**src/rtl/controller_pkg.sv**
```systemverilog
`default_nettype none
// ------------------------------------------------------------------
// controller_pkg : command type shared by the bus condition generator
// Rev 1.0
// ------------------------------------------------------------------
package controller_pkg;

   localparam int TIMER_W        = 20;
   localparam int HDR_EXIT_EDGES = 4;

   typedef enum logic [1:0] {
      CMD_START    = 2'd0,
      CMD_RSTART   = 2'd1,
      CMD_STOP     = 2'd2,
      CMD_HDR_EXIT = 2'd3
   } bus_cond_cmd_e;

   // Sequences ending in a STOP leave SCL released; the others keep it low.
   function automatic logic cmd_ends_high(input bus_cond_cmd_e cmd);
      return (cmd == CMD_STOP) || (cmd == CMD_HDR_EXIT);
   endfunction

endpackage
`default_nettype wire

```
**src/rtl/bus_cond_timer.sv**
```systemverilog
`default_nettype none
// ------------------------------------------------------------------
// bus_cond_timer : loadable saturating down-counter with expiry flag
// Rev 1.0
// ------------------------------------------------------------------
module bus_cond_timer
   import controller_pkg::*;
(
   input  logic               clk_i,
   input  logic               rst_i,
   input  logic               load_i,
   input  logic [TIMER_W-1:0] load_val_i,
   output logic               expired_o
);

   logic [TIMER_W-1:0] count_d;
   logic [TIMER_W-1:0] count_q;

   always_comb begin
      count_d = count_q;
      if (load_i) begin
         count_d = load_val_i;
      end else if (count_q != '0) begin
         count_d = count_q - TIMER_W'(1);
      end
   end

   always_ff @(posedge clk_i) begin
      if (rst_i) begin
         count_q <= '0;
      end else begin
         count_q <= count_d;
      end
   end

   // A load of N reads as expired in the N-th cycle; 0 and 1 both give one cycle.
   assign expired_o = (count_q <= TIMER_W'(1));

endmodule
`default_nettype wire

```
**src/rtl/bus_condition_generator.sv**
```systemverilog
`default_nettype none
// ------------------------------------------------------------------
// bus_condition_generator : drives START/RSTART/STOP/HDR-exit patterns
// Rev 1.0
// ------------------------------------------------------------------
module bus_condition_generator
   import controller_pkg::*;
(
   input  logic               clk_i,
   input  logic               rst_i,
   input  logic               enable_i,
   input  logic               cmd_valid_i,
   output logic               cmd_ready_o,
   input  logic [1:0]         cmd_i,
   input  logic               scl_i,
   input  logic               sda_i,
   output logic               scl_o,
   output logic               sda_o,
   input  logic [TIMER_W-1:0] t_r_i,
   input  logic [TIMER_W-1:0] t_hd_dat_i,
   input  logic [TIMER_W-1:0] t_su_sta_i,
   input  logic [TIMER_W-1:0] t_hd_sta_i,
   input  logic [TIMER_W-1:0] t_su_sto_i,
   input  logic [TIMER_W-1:0] t_buf_i,
   output logic               done_o,
   output logic               arb_lost_o,
   output logic               busy_o
);

   localparam int EXIT_CNT_W = $clog2(HDR_EXIT_EDGES);

   typedef enum logic [3:0] {
      ST_IDLE    = 4'd0,
      ST_SDA_REL = 4'd1,
      ST_SDA_LOW = 4'd2,
      ST_SCL_REL = 4'd3,
      ST_SU_STA  = 4'd4,
      ST_HD_STA  = 4'd5,
      ST_SU_STO  = 4'd6,
      ST_STO_REL = 4'd7,
      ST_BUF     = 4'd8,
      ST_EXIT_HI = 4'd9,
      ST_EXIT_LO = 4'd10,
      ST_DONE    = 4'd11
   } state_e;

   state_e                state_d,    state_q;
   bus_cond_cmd_e         cmd_d,      cmd_q;
   logic                  scl_d,      scl_q;
   logic                  sda_d,      sda_q;
   logic                  done_d,     done_q;
   logic                  arb_lost_d, arb_lost_q;
   logic                  scl_wait_d, scl_wait_q;
   logic [EXIT_CNT_W-1:0] exit_cnt_d, exit_cnt_q;

   logic                  tmr_load;
   logic [TIMER_W-1:0]    tmr_val;
   logic                  tmr_expired;

   bus_cond_timer u_timer (
      .clk_i      (clk_i),
      .rst_i      (rst_i),
      .load_i     (tmr_load),
      .load_val_i (tmr_val),
      .expired_o  (tmr_expired)
   );

   assign cmd_ready_o = enable_i && (state_q == ST_IDLE);
   assign busy_o      = (state_q != ST_IDLE);
   assign scl_o       = scl_q;
   assign sda_o       = sda_q;
   assign done_o      = done_q;
   assign arb_lost_o  = arb_lost_q;

   always_comb begin
      state_d    = state_q;
      cmd_d      = cmd_q;
      scl_d      = scl_q;
      sda_d      = sda_q;
      done_d     = 1'b0;
      arb_lost_d = 1'b0;
      scl_wait_d = scl_wait_q;
      exit_cnt_d = exit_cnt_q;
      tmr_load   = 1'b0;
      tmr_val    = '0;

      if ((state_q != ST_IDLE) && !enable_i) begin
         state_d = ST_IDLE;
         scl_d   = 1'b1;
         sda_d   = 1'b1;
      end else if (((state_q == ST_SU_STA) || (state_q == ST_BUF)) && !sda_i) begin
         // SDA is released here, so a low level means another master owns the bus
         state_d    = ST_IDLE;
         scl_d      = 1'b1;
         sda_d      = 1'b1;
         arb_lost_d = 1'b1;
      end else begin
         case (state_q)
            ST_IDLE: begin
               if (cmd_valid_i && cmd_ready_o) begin
                  cmd_d      = bus_cond_cmd_e'(cmd_i);
                  exit_cnt_d = '0;
                  case (bus_cond_cmd_e'(cmd_i))
                     CMD_START:  state_d = ST_SU_STA;
                     CMD_RSTART: state_d = ST_SDA_REL;
                     CMD_STOP:   state_d = ST_SDA_LOW;
                     default:    state_d = ST_EXIT_HI;
                  endcase
               end
            end
            ST_SDA_REL, ST_SDA_LOW: begin
               if (tmr_expired) state_d = ST_SCL_REL;
            end
            ST_SCL_REL: begin
               // Wait out any clock stretching before timing the rise
               if (scl_wait_q) begin
                  if (scl_i) begin
                     scl_wait_d = 1'b0;
                     tmr_load   = 1'b1;
                     tmr_val    = t_r_i;
                  end
               end else if (tmr_expired) begin
                  state_d = cmd_ends_high(cmd_q) ? ST_SU_STO : ST_SU_STA;
               end
            end
            ST_SU_STA: begin
               if (tmr_expired) state_d = ST_HD_STA;
            end
            ST_HD_STA: begin
               if (tmr_expired) state_d = ST_DONE;
            end
            ST_SU_STO: begin
               if (tmr_expired) state_d = ST_STO_REL;
            end
            ST_STO_REL: begin
               if (tmr_expired) state_d = ST_BUF;
            end
            ST_BUF: begin
               if (tmr_expired) state_d = ST_DONE;
            end
            ST_EXIT_HI: begin
               if (tmr_expired) state_d = ST_EXIT_LO;
            end
            ST_EXIT_LO: begin
               if (tmr_expired) begin
                  if (exit_cnt_q == EXIT_CNT_W'(HDR_EXIT_EDGES - 1)) begin
                     state_d = ST_SCL_REL;
                  end else begin
                     exit_cnt_d = exit_cnt_q + EXIT_CNT_W'(1);
                     state_d    = ST_EXIT_HI;
                  end
               end
            end
            ST_DONE: begin
               state_d = ST_IDLE;
            end
            default: begin
               state_d = ST_IDLE;
            end
         endcase
      end

      // Drive levels and timer load belong to the state being entered
      if (state_d != state_q) begin
         tmr_load   = 1'b1;
         scl_wait_d = (state_d == ST_SCL_REL);
         case (state_d)
            ST_SDA_REL: begin scl_d = 1'b0; sda_d = 1'b1; tmr_val = t_r_i;      end
            ST_SDA_LOW: begin scl_d = 1'b0; sda_d = 1'b0; tmr_val = t_hd_dat_i; end
            ST_SCL_REL: begin scl_d = 1'b1;                                     end
            ST_SU_STA:  begin scl_d = 1'b1; sda_d = 1'b1; tmr_val = t_su_sta_i; end
            ST_HD_STA:  begin scl_d = 1'b1; sda_d = 1'b0; tmr_val = t_hd_sta_i; end
            ST_SU_STO:  begin scl_d = 1'b1; sda_d = 1'b0; tmr_val = t_su_sto_i; end
            ST_STO_REL: begin scl_d = 1'b1; sda_d = 1'b1;                       end
            ST_BUF:     begin scl_d = 1'b1; sda_d = 1'b1; tmr_val = t_buf_i;    end
            ST_EXIT_HI: begin scl_d = 1'b0; sda_d = 1'b1; tmr_val = t_hd_dat_i; end
            ST_EXIT_LO: begin scl_d = 1'b0; sda_d = 1'b0; tmr_val = t_hd_dat_i; end
            ST_DONE:    begin scl_d = cmd_ends_high(cmd_q); done_d = 1'b1;      end
            default:    begin                                                   end
         endcase
      end
   end

   always_ff @(posedge clk_i) begin
      if (rst_i) begin
         state_q    <= ST_IDLE;
         cmd_q      <= CMD_START;
         scl_q      <= 1'b1;
         sda_q      <= 1'b1;
         done_q     <= 1'b0;
         arb_lost_q <= 1'b0;
         scl_wait_q <= 1'b0;
         exit_cnt_q <= '0;
      end else begin
         state_q    <= state_d;
         cmd_q      <= cmd_d;
         scl_q      <= scl_d;
         sda_q      <= sda_d;
         done_q     <= done_d;
         arb_lost_q <= arb_lost_d;
         scl_wait_q <= scl_wait_d;
         exit_cnt_q <= exit_cnt_d;
      end
   end

endmodule
`default_nettype wire

```
**config.mk**
```make
export PLATFORM = sky130hd
export DESIGN_NAME = bus_condition_generator
export DESIGN_NICKNAME = d
export VERILOG_FILES = /design/src/rtl/controller_pkg.sv /design/src/rtl/bus_cond_timer.sv /design/src/rtl/bus_condition_generator.sv
export SDC_FILE = /design/constraint.sdc
export NUM_CORES = 1
export LEC_CHECK = 0
export CAP_MARGIN = 20
export CORE_MARGIN = 2
export CORE_UTILIZATION = 46
export CTS_CLUSTER_DIAMETER = 120
export DETAILED_ROUTE_END_ITERATION = 8
export PLACE_DENSITY = 0.85
export SYNTH_ARGS = -nofsm -noshare
export SYNTH_HDL_FRONTEND = slang
export SYNTH_SLANG_ARGS = --single-unit
```
**constraint.sdc**
```tcl
create_clock -name clk_i -period 9.1 [get_ports clk_i]
set_input_delay 1.365 -clock clk_i [delete_from_list [all_inputs] [get_ports clk_i]]
set_output_delay 1.365 -clock clk_i [all_outputs]
set_load 0.02 [all_outputs]
```
**Word-level counts from Yosys, hierarchy flattened**

Cells that the tools add are included.

- Add/sub/neg operators: 2
- Order comparisons: 1
- Eq/ne operators: 32
- Muxes and demuxes: 51
- Bitwise operators: 3
- Reductions and logical operators: 27

Operators with widths:

| kind | number |
|---|---|
| $mux 20 | 8 |
| $pmux 20 s6 | 1 |
| $mux 4 | 13 |
| $pmux 4 s9 | 1 |
| $eq 4x3->1 const B | 8 |
| $eq 4x4->1 const B | 7 |
| $le 20x1->1 const B | 1 |
| $mux 1 | 20 |
| $reduce_bool 20->1 | 1 |
| $sub 20x1->20 const B | 1 |
| $eq 4x2->1 const B | 4 |
| $pmux 4 s3 | 1 |
| $eq 2x2->1 const B | 4 |
| $eq 4x1->1 const B | 2 |
| $mux 2 | 4 |
| $reduce_or 2->1 | 4 |
| $reduce_or 4->1 | 2 |
| $ne 2x1->1 const B | 3 |
| $reduce_and 6->1 | 1 |
| $reduce_bool 2->1 | 3 |
| $reduce_or 6->1 | 1 |
| $reduce_or 5->1 | 1 |
| $logic_and 1x1->1 | 4 |
| $logic_not 4->1 | 1 |
| 15 further kinds | 20 |

- Bits in registers: 33
- Input bits: 128
- Output and inout port bits: 6
- Logic and storage cells: 125

**Logic depth before layout (Yosys ltp)**

Gate-level depths: netlist of run 1.

- Depth after elaboration: 13
- Gate-level depth with buffers: 15
- Mapped depth without buffers: 12

**Modules after synthesis**

A second synthesis of run 1 with hierarchy kept.

- Cells, all modules: 431
- Area, all modules: 3200.6 um2

By module, submodules not included:

| module | times used | cells each | area each (um2) | seq. area each (um2) |
|---|---|---|---|---|
| bus_condition_generator | 1 | 259 | 1903.1 | 240.2 |
| bus_cond_timer | 1 | 172 | 1297.5 | 400.4 |

**Worst setup path before layout of run 1**

Ideal clock, no wire load.

- Kind: input-to-reg
- Start point: input port cmd_valid_i
- End point: register sda_q (netlist: sda_o)
- Library setup time: 0.120 ns
- Arrival: 3.585 ns
- Required time: 8.980 ns
- Setup slack: 5.395 ns
- Cell stages on the path: 11
- Buffers on the path: 1
- Path through: and2_1 and3_1 clkbuf_1 nand3b_1 o2111ai_1 o21ai_1 nor4_1 a211oi_2 nor2_2 o32a_1 a211o_1

- Cells in the longest elaborated chain, start to end: 9
- Elaborated cells on any way between the ends: 19
- Classes of those cells: eq/ne: 10; mux: 6; reduce/logical: 3

Ends and longest elaborated chain:

| what | line | RTL |
|---|---|---|
| start: declaration | bus_condition_generator.sv:12 | `input logic cmd_valid_i,` |
| $logic_and 1x1->1 * | bus_condition_generator.sv:100 | `if (cmd_valid_i && cmd_ready_o) begin` |
| $mux 4 * | bus_condition_generator.sv:100 |  |
| $pmux 4 s9 * | bus_condition_generator.sv:98 | `case (state_q)` |
| $mux 4 * | bus_condition_generator.sv:91 | `end else if (((state_q == ST_SU_STA) \|\| (state_q == ST_BUF)) && !sda_i) begin` |
| $mux 4 * | bus_condition_generator.sv:87 | `if ((state_q != ST_IDLE) && !enable_i) begin` |
| $eq 4x4->1 (tied with other cells) | bus_condition_generator.sv:167 | `case (state_d)` |
| $reduce_or 5->1 (no line) / $reduce_or 4->1 (equally long branches) | -- |  |
| $pmux 1 s2 | bus_condition_generator.sv:167 |  |
| $mux 1 * | bus_condition_generator.sv:164 | `if (state_d != state_q) begin` |
| end signal: assignment | bus_condition_generator.sv:189 | `sda_q <= 1'b1;` |
| end signal: assignment | bus_condition_generator.sv:198 | `sda_q <= sda_d;` |
| end: declaration | bus_condition_generator.sv:50 | `logic sda_d, sda_q;` |

Mark *: on every way between the ends. The rest lies on a longest branch, timed or not.
A chain may end at the register's enable or synchronous reset.

**Worst setup path after layout of run 1**

- Start point: input port enable_i
- End point: register u_timer.count_q[12]

- Cells in the longest elaborated chain, start to end: 11
- Elaborated cells on any way between the ends: 25
- Classes of those cells: eq/ne: 9; mux: 10; reduce/logical: 6

Ends and longest elaborated chain:

| what | line | RTL |
|---|---|---|
| start: declaration | bus_condition_generator.sv:11 | `input logic enable_i,` |
| $logic_and 1x1->1 | bus_condition_generator.sv:68 | `assign cmd_ready_o = enable_i && (state_q == ST_IDLE);` |
| $logic_and 1x1->1 | bus_condition_generator.sv:100 |  |
| $mux 4 | bus_condition_generator.sv:100 |  |
| $pmux 4 s9 | bus_condition_generator.sv:98 |  |
| $mux 4 | bus_condition_generator.sv:91 |  |
| $mux 4 | bus_condition_generator.sv:87 |  |
| $eq 4x4->1 / $eq 4x2->1 (equally long branches) | bus_condition_generator.sv:167 |  |
| $reduce_or 3->1 (no line) | -- |  |
| $pmux 20 s6 | bus_condition_generator.sv:167 |  |
| $mux 20 | bus_condition_generator.sv:164 |  |
| $mux 20 | bus_cond_timer.sv:21 | `if (load_i) begin` |
| end signal: assignment | bus_cond_timer.sv:32 | `count_q <= count_d;` |
| end: declaration | bus_cond_timer.sv:17 | `logic [TIMER_W-1:0] count_q;` |

Several ways; a longest one is shown, not always the timed one.

==> parameters.txt, run 1 <==
Parameter                              Value

Clock tree
  Reg clk slew, reported paths ... 0.08 ns
  Quantity of gates resized following cts ... 0
  Number of buffers on the longest clock path ... 2
  Clock latency reported for the late side of the worst-skew pair ... 0.30 ns
  Number of hold buffers added after CTS ... 0
  CTS Buf Count ... 5
  Root buffer selected by CTS ... sky130_fd_sc_hd__clkbuf_8
  Number of levels in the clock H-tree ... 2
  CTS tree ... done
  Clock sinks ... 32
  Setup bufs post-CTS ... 0

Routing
  Wire length after detailed routing ... 11,200 um
  DRC viols ... 0
  Total number of vias ... 3,959
  Routed length per instance ... 17.3 um
  Number of antenna-violating nets in the routed design ... 0
  Violation count after the first detailed-route iteration ... 259
  Number of detailed-routing iterations run before antenna repair ... 5
  Average via count per standard cell ... 6.15

Yosys
  Number of enable flip-flop cells after synthesis ... 0
  Cell area after synthesis ... 0.00315 mm2
  Predominant post-synthesis flop cell ... sky130_fd_sc_hd__dfxtp_1
  Fraction of the mapped netlist area in simple logic gates ... 28.9%
  Number of warning messages in the yosys log ... 0
  Register bit count reported by yosys ... 32
  Share of synthesized area spent on multiplexers ... 2.27%
  Fraction of synthesized cell area in xor and xnor cells ... 5.29%
  Share of synthesized registers carrying an async set or reset ... 0%
  Post-synthesis compound-gate area fraction ... 36.3%
  Sequential area share after synthesis ... 20.4%
  Combinational family with the most area after synthesis ... compound AO/OA/AOI/OAI gates
  Yosys cell types ... 64
  Arithmetic-cell share of the synthesized area counting full adders, half adders and majority gates ... 1.19%
  Post-synthesis net count ... 582
  Average size of a mapped cell ... 6.98 um2
  Post-synthesis instance total ... 451

STA
  Final Max Tran Viols ... 0
  Setup Total Neg Slack ... 0 ns
  Count of endpoints failing setup in the final report ... 0
  Hold_ws ... 0.487 ns
  Worst Clk Skew ... 0.0106 ns
  RSZ-0062 raised after global routing ... no
  Final worst path period share ... 51.4%
  Max-Slew Margin vs Limit ... 31.3%
  Crit path setup slack, layout ... 4.42 ns
  Worst slew pin tran ... 1.03 ns
  Hold Fails Final Rpt ... 0
  Min cycle time layout ... 4.68 ns
  Max Clk Rate ... 214 MHz

Place
  Cell count after placement ... 634
  Quantity of I/O buffers inserted on ports ... 133
  Placed wire-length estimate after detailed placement ... 8640 um
  Placement Setup Slack ... 3.56 ns
  GP Congestion ... 0.939

Floorplanning
  Initial core utilization ... 46.8%
  Die width ... 86.7 um
  Ports placed on the boundary ... 134
  Cell Rows ... 30
  Die Area ... 0.00752 mm2
  Placeable core region ... 0.00672 mm2
  Chip height ... 86.7 um

Final layout
  Layout net count ... 694
  Fraction of layout instances using a drive strength above 1 ... 5.67%
  N_diodes ... 0
  Number of standard cells in the final layout excluding fillers ... 644
  Layout overhead on the synthesized area ... 45.1%

Global routing
  Pin count of the biggest net entering global routing ... 30
  Vias in the first global route ... 3,995
  Antenna violations before repair ... 0
  GR Util All Layers ... 30.2%
  Wire length of the first global-routing pass ... 18,300 um
  Global route total overflow ... 0

Critical path
  Critical path data required time ... 9.26 ns
  CP Class ... input port to flip-flop
  Startpoint class of the critical path ... input port
  Worst Path Arrival ... 4.84 ns
  Biggest fanout along the worst timing path ... 27
  Worst setup EP type ... flip-flop

Pwr
  Maximum vdd drop ... 0.144 mV
  Total leakage power ... 1.60 nW
  Power Total ... 1.31 mW
  Power density over the cells ... 287 mW/mm2

Outcome
  Status ... completed

Run
  Max-cap violations ... 0

Min path
  Hold Path Class ... flip-flop to flip-flop
## cells in the mapped netlist (8+ instances only)
library cell               number  area, um2
sky130_fd_sc_hd__a21oi_1       59        295
sky130_fd_sc_hd__a22oi_1       29        218
sky130_fd_sc_hd__a31o_1        17        149
sky130_fd_sc_hd__a31oi_1        9       56.3
sky130_fd_sc_hd__buf_2          8       40.0
sky130_fd_sc_hd__clkbuf_1      18       67.6
sky130_fd_sc_hd__dfxtp_1       32        641
sky130_fd_sc_hd__nand2_1       78        293
sky130_fd_sc_hd__nand3_1       21        105
sky130_fd_sc_hd__nor2_1        22       82.6
sky130_fd_sc_hd__nor3_1        11       55.1
sky130_fd_sc_hd__nor4_1         9       56.3
sky130_fd_sc_hd__o21ai_0       16       80.1
sky130_fd_sc_hd__xnor2_1        8       70.1
sky130_fd_sc_hd__xor2_1        11       96.3
## final timing paths
path	endpoint	depth (start not counted)	start	slack, ns
setup reg to reg	u_timer.count_q[0]	9	u_timer.count_q[15]	4.88
hold reg to reg	exit_cnt_q[1]	2	exit_cnt_q[1]	0.49
hold / removal	exit_cnt_q[1]	2	exit_cnt_q[1]	0.49
setup / recovery	u_timer.count_q[12]	11	enable_i	4.42
## kinds of logic (layout without fill, tap and decap cells)
| group | count (synthesis) | in the layout |
|---|---|---|
| AOI/OAI and AO/OA | 170 | 170 |
| xor gates and xnor gates | 19 | 19 |
| adders and majority gates | 3 | 3 |
| buffers and inverters | 38 | 151 |
| DFF | 32 | 32 |
| muxes | 7 | 7 |
| and+or+nand+nor | 182 | 182 |
## state kept, by name, summed over array words and instances (netlist names)
register / flops
state_q: 4
exit_cnt_q: 2
cmd_q: 1
scl_o: 1
scl_wait_q: 1
sda_o: 1
done_o: 1
arb_lost_o: 1
u_timer.count_q: 20
## final cells by class
cell class,count,area (um2)
clock buffer,5,68.8
clock inverter,3,23.8
fill,601,2150
inverter,5,18.8
multi-input combinational,381,2330
sequential,32,641
tap,80,100
timing repair buffer,138,1380
## metrics by stage
step                      area, um2  util [%]
final                          4570      68.0
after global routing           4570      68.0
after CTS                      4540      67.5
after detailed placement       4450      66.2
after global placement         4450      66.2
after floorplan                3150         -
## layout by cell type, fill, tap and decap left out, types with 8 or more instances in the layout
| cell | n |
|---|---|
| sky130_fd_sc_hd__a22oi_1 | 29 |
| sky130_fd_sc_hd__nor4_1 | 9 |
| sky130_fd_sc_hd__a31oi_1 | 9 |
| sky130_fd_sc_hd__nand2_1 | 78 |
| sky130_fd_sc_hd__xor2_1 | 11 |
| sky130_fd_sc_hd__clkdlybuf4s50_1 | 133 |
| sky130_fd_sc_hd__a21oi_1 | 59 |
| sky130_fd_sc_hd__nor2_1 | 22 |
| sky130_fd_sc_hd__nor3_1 | 10 |
| sky130_fd_sc_hd__dfxtp_1 | 32 |
| sky130_fd_sc_hd__a31o_1 | 17 |
| sky130_fd_sc_hd__nand3_1 | 21 |
| sky130_fd_sc_hd__o21ai_0 | 16 |
| sky130_fd_sc_hd__xnor2_1 | 8 |
## worst max-delay path, stage by stage
cell,delay (ns)
sky130_fd_sc_hd__clkdlybuf4s50_1,0.48
sky130_fd_sc_hd__and2_1,0.19
sky130_fd_sc_hd__and3_1,0.24
sky130_fd_sc_hd__a22oi_1,0.25
sky130_fd_sc_hd__nand3_1,0.75
sky130_fd_sc_hd__o21ai_0,0.58
sky130_fd_sc_hd__a22oi_4,0.11
sky130_fd_sc_hd__nor2_2,0.34
sky130_fd_sc_hd__buf_8,0.22
sky130_fd_sc_hd__a2bb2oi_1,0.21
sky130_fd_sc_hd__o21ai_1,0.08
## report_power, final
| group | internal (mW) | switching (mW) |
|---|---|---|
| sequential | 0.175 | 0.0461 |
| clock | 0.0541 | 0.0591 |
| combinational | 0.409 | 0.570 |
## per-layer routing
layer	part of all wire, %	vias up	wire, um	track usage [%]
met2	51	184	5720	56.0
met5	0	-	0	0
met4	2.3	0	254	9.52
met3	6.5	27	730	5.62
met1	40	1832	4460	34.7
li1	-	1916	-	-
Power figures use the tool's default switching activity.
==> run 2: changes to the inputs <==
Settings changed: CORE_UTILIZATION 46 to 44, PLACE_DENSITY 0.85 to 0.82.
Clock period 9.1 ns to 4.67 ns, I/O delays scaled along.
==> run 2 against run 1 <==
Against the previous run: critical path depth did not move; non-clock buffer count is 5 higher; via count rose by 1.1%; setup slack got worse by 4.0 ns; global-route usage decreased by 1.3 points; clock skew down 0.0058 ns; utilization down 0.76 points; first-iteration DRC count down 5.4%; sequential power increased by 94%; combinational power up 99%; worst hold slack got worse by 0.0091 ns; sequential share of layout area is 0.15 points lower; critical path type is now flip-flop to flip-flop; critical endpoint is now u_timer.count_q[15].
==> parameters.txt, run 2 (synthesis results as in run 1) <==
Parameter                              Value

Clock tree
  Clock sinks ... 32 (unchanged)
  Number of buffers on the longest clock path ... 2 (unchanged)
  Root buffer selected by CTS ... sky130_fd_sc_hd__clkbuf_8
  Setup bufs post-CTS ... 0 (unchanged)
  Quantity of gates resized following cts ... 0 (unchanged)
  Clock latency reported for the late side of the worst-skew pair ... 0.29 ns (about the same)
  Number of hold buffers added after CTS ... 0 (unchanged)
  CTS tree ... done
  CTS Buf Count ... 5 (unchanged)
  Number of levels in the clock H-tree ... 2 (unchanged)
  Reg clk slew, reported paths ... 0.06 ns (-0.02 ns)

Final layout
  Number of flip-flops under the largest register name ... 20 (unchanged)
  Most frequent cells in the layout ... sky130_fd_sc_hd__clkdlybuf4s50_1, sky130_fd_sc_hd__nand2_1, sky130_fd_sc_hd__a21oi_1
  Fraction of layout instances using a drive strength above 1 ... 6.15% (+0.48 points)
  N_diodes ... 0 (unchanged)
  Layout overhead on the synthesized area ... 46.7%
  Commonest non-fill, non-tap cell in the layout ... sky130_fd_sc_hd__clkdlybuf4s50_1
  Final instance area ... 0.00462 mm2 (+1.1%)
  Finished Core Util ... 67.2% (-0.76 points)
  Fillcell total ... 611 (+1.7%)
  Layout net count ... 699 (+0.72%)
  Register ranked first by flip-flop count ... u_timer.count_q
  Number of standard cells in the final layout excluding fillers ... 665 (+3.3%)
  Leading registers by flop count ... u_timer.count_q x20, state_q x4, exit_cnt_q x2

Min path
  Capture endpoint of the worst hold path ... exit_cnt_q[1]
  Worst Min Path Start ... exit_cnt_q[1]
  Hold depth ... 2 (unchanged)
  Hold Path Class ... flip-flop to flip-flop

Critical path
  R2R Path End ... u_timer.count_q[15]
  Biggest fanout along the worst timing path ... 29 (+7.4%)
  Cells on worst reg2reg path ... 11 (+2)
  Worst setup EP type ... flip-flop
  Largest incremental delay on the critical path ... 0.87 ns (+0.12 ns)
  Cell Chain, Critical Path ... nor4_1 > nand3_1 > o211ai_1 > and3_4 > nand2_2 > o21ai_2 > a22oi_4 > nor3_2 > buf_4 > a21o_1 > a21oi_1
  CP Class ... flip-flop to flip-flop
  Worst reg2reg path startpoint ... u_timer.count_q[11]
  Critical path data required time ... 4.84 ns (-4.42 ns)
  Worst Path Arrival ... 4.39 ns (-0.45 ns)
  Worst reg-to-reg setup slack ... 0.45 ns (-4.43 ns)
  Startpoint class of the critical path ... flip-flop
  Slowest stage cell, crit path ... sky130_fd_sc_hd__nor4_1

Place
  GP Congestion ... 0.932 (-0.79%)
  Placement Setup Slack ... 0.509 ns (-3.05 ns)
  Quantity of I/O buffers inserted on ports ... 133 (unchanged)
  Cell count after placement ... 657 (+3.6%)
  Placed wire-length estimate after detailed placement ... 8340 um (-3.5%)
  Standard cell area after detailed placement ... 0.00453 mm2 (+1.8%)

Pwr
  Power density over the cells ... 564 mW/mm2 (+96%)
  Power Total ... 2.60 mW (+98%)
  Maximum vdd drop ... 0.248 mV (+73%)
  Total leakage power ... 1.63 nW (+1.8%)

STA
  Crit path setup slack, layout ... 0.452 ns (-3.97 ns)
  Final Max Tran Viols ... 0 (unchanged)
  Min cycle time layout ... 4.22 ns
  RSZ-0062 raised after global routing ... no
  Max-Slew Margin vs Limit ... 33.2% (+1.9 points)
  Hold Fails Final Rpt ... 0 (unchanged)
  Count of endpoints failing setup in the final report ... 0 (unchanged)
  Max Clk Rate ... 237 MHz
  Setup Total Neg Slack ... 0 ns (unchanged)
  Worst slew pin tran ... 0.993 ns (-0.0347 ns)
  Hold_ws ... 0.478 ns (-0.00907 ns)
  Final worst path period share ... 90.3%
  Worst Clk Skew ... 0.00480 ns (-0.00583 ns)

Routing
  Routed length per instance ... 17.0 um (-2.0%)
  Number of antenna-violating nets in the routed design ... 0 (unchanged)
  DRC viols ... 0 (unchanged)
  Average via count per standard cell ... 6.02 (-2.1%)
  Total number of vias ... 4,003 (+1.1%)
  Violation count after the first detailed-route iteration ... 245 (-5.4%)
  Number of detailed-routing iterations run before antenna repair ... 5 (unchanged)
  Wire length after detailed routing ... 11,300 um (+1.2%)

Outcome
  Status ... completed

Floorplanning
  Die width ... 88.6 um (+2.1%)
  Ports placed on the boundary ... 134 (unchanged)
  Initial core utilization ... 45.8% (-1.0 points)
  Cell Rows ... 30 (unchanged)
  Placeable core region ... 0.00687 mm2 (+2.2%)
  Die Area ... 0.00784 mm2 (+4.3%)
  Chip height ... 88.6 um (+2.1%)

Global routing
  Vias in the first global route ... 3,828 (-4.2%)
  GR Util All Layers ... 28.9% (-1.3 points)
  Pin count of the biggest net entering global routing ... 30 (unchanged)
  Antenna violations before repair ... 0 (unchanged)
  Global route total overflow ... 0 (unchanged)
  Wire length of the first global-routing pass ... 17,900 um (-2.4%)

Run
  Max-cap violations ... 0 (unchanged)
## run 2: worst max-delay path by stage
stage | slack, ns | endpoint | from
final | 0.45 | u_timer.count_q[15] | u_timer.count_q[11]
after global routing | 0.17 | u_timer.count_q[10] | u_timer.count_q[11]
after CTS | 0.61 | u_timer.count_q[15] | u_timer.count_q[15]
after detailed placement | 0.51 | u_timer.count_q[15] | enable_i
after global placement | 0.69 | u_timer.count_q[18] | enable_i
after floorplan | 1.40 | u_timer.count_q[6] | u_timer.count_q[15]
## run 2: critical path: cells and delay by family (launching register included)
| family | cells | cell delay, ns |
|---|---|---|
| AO/OA/AOI/OAI | 5 | 1.01 |
| buffers and inverters | 1 | 0.29 |
| flip-flops | 1 | 0.35 |
| AND/OR/NAND/NOR | 5 | 2.44 |
## run 2: area by class of cell
type                       count  area (um2)  share of cell area, %
tap                           96         120                   2.60
sequential                    32         641                   13.9
timing repair buffer         143        1410                   30.5
clock buffer                   8        90.1                   1.95
inverter                       5        18.8                  0.407
multi-input combinational    381        2340                   50.7
## run 2: per-layer routing
metal | vias to the layer above | wire length (um) | global-route usage [%]
met2 | 205 | 5620 | 51.0
met4 | 0 | 350 | 12.0
met5 | - | 0 | 0
met1 | 1837 | 4550 | 34.8
met3 | 31 | 780 | 4.38
li1 | 1930 | - | -
## run 2: power by group
group	total [mW]	internal, mW	switching, mW
sequential	0.429	0.341	0.0881
clock	0.224	0.120	0.104
combinational	1.95	0.796	1.15
==> run 3: changes to the inputs <==
Settings changed: ABC_CLOCK_PERIOD_IN_PS set to 4670.
==> results of run 3 <==
Final layout, timing and power as in run 2 (identical DEF).
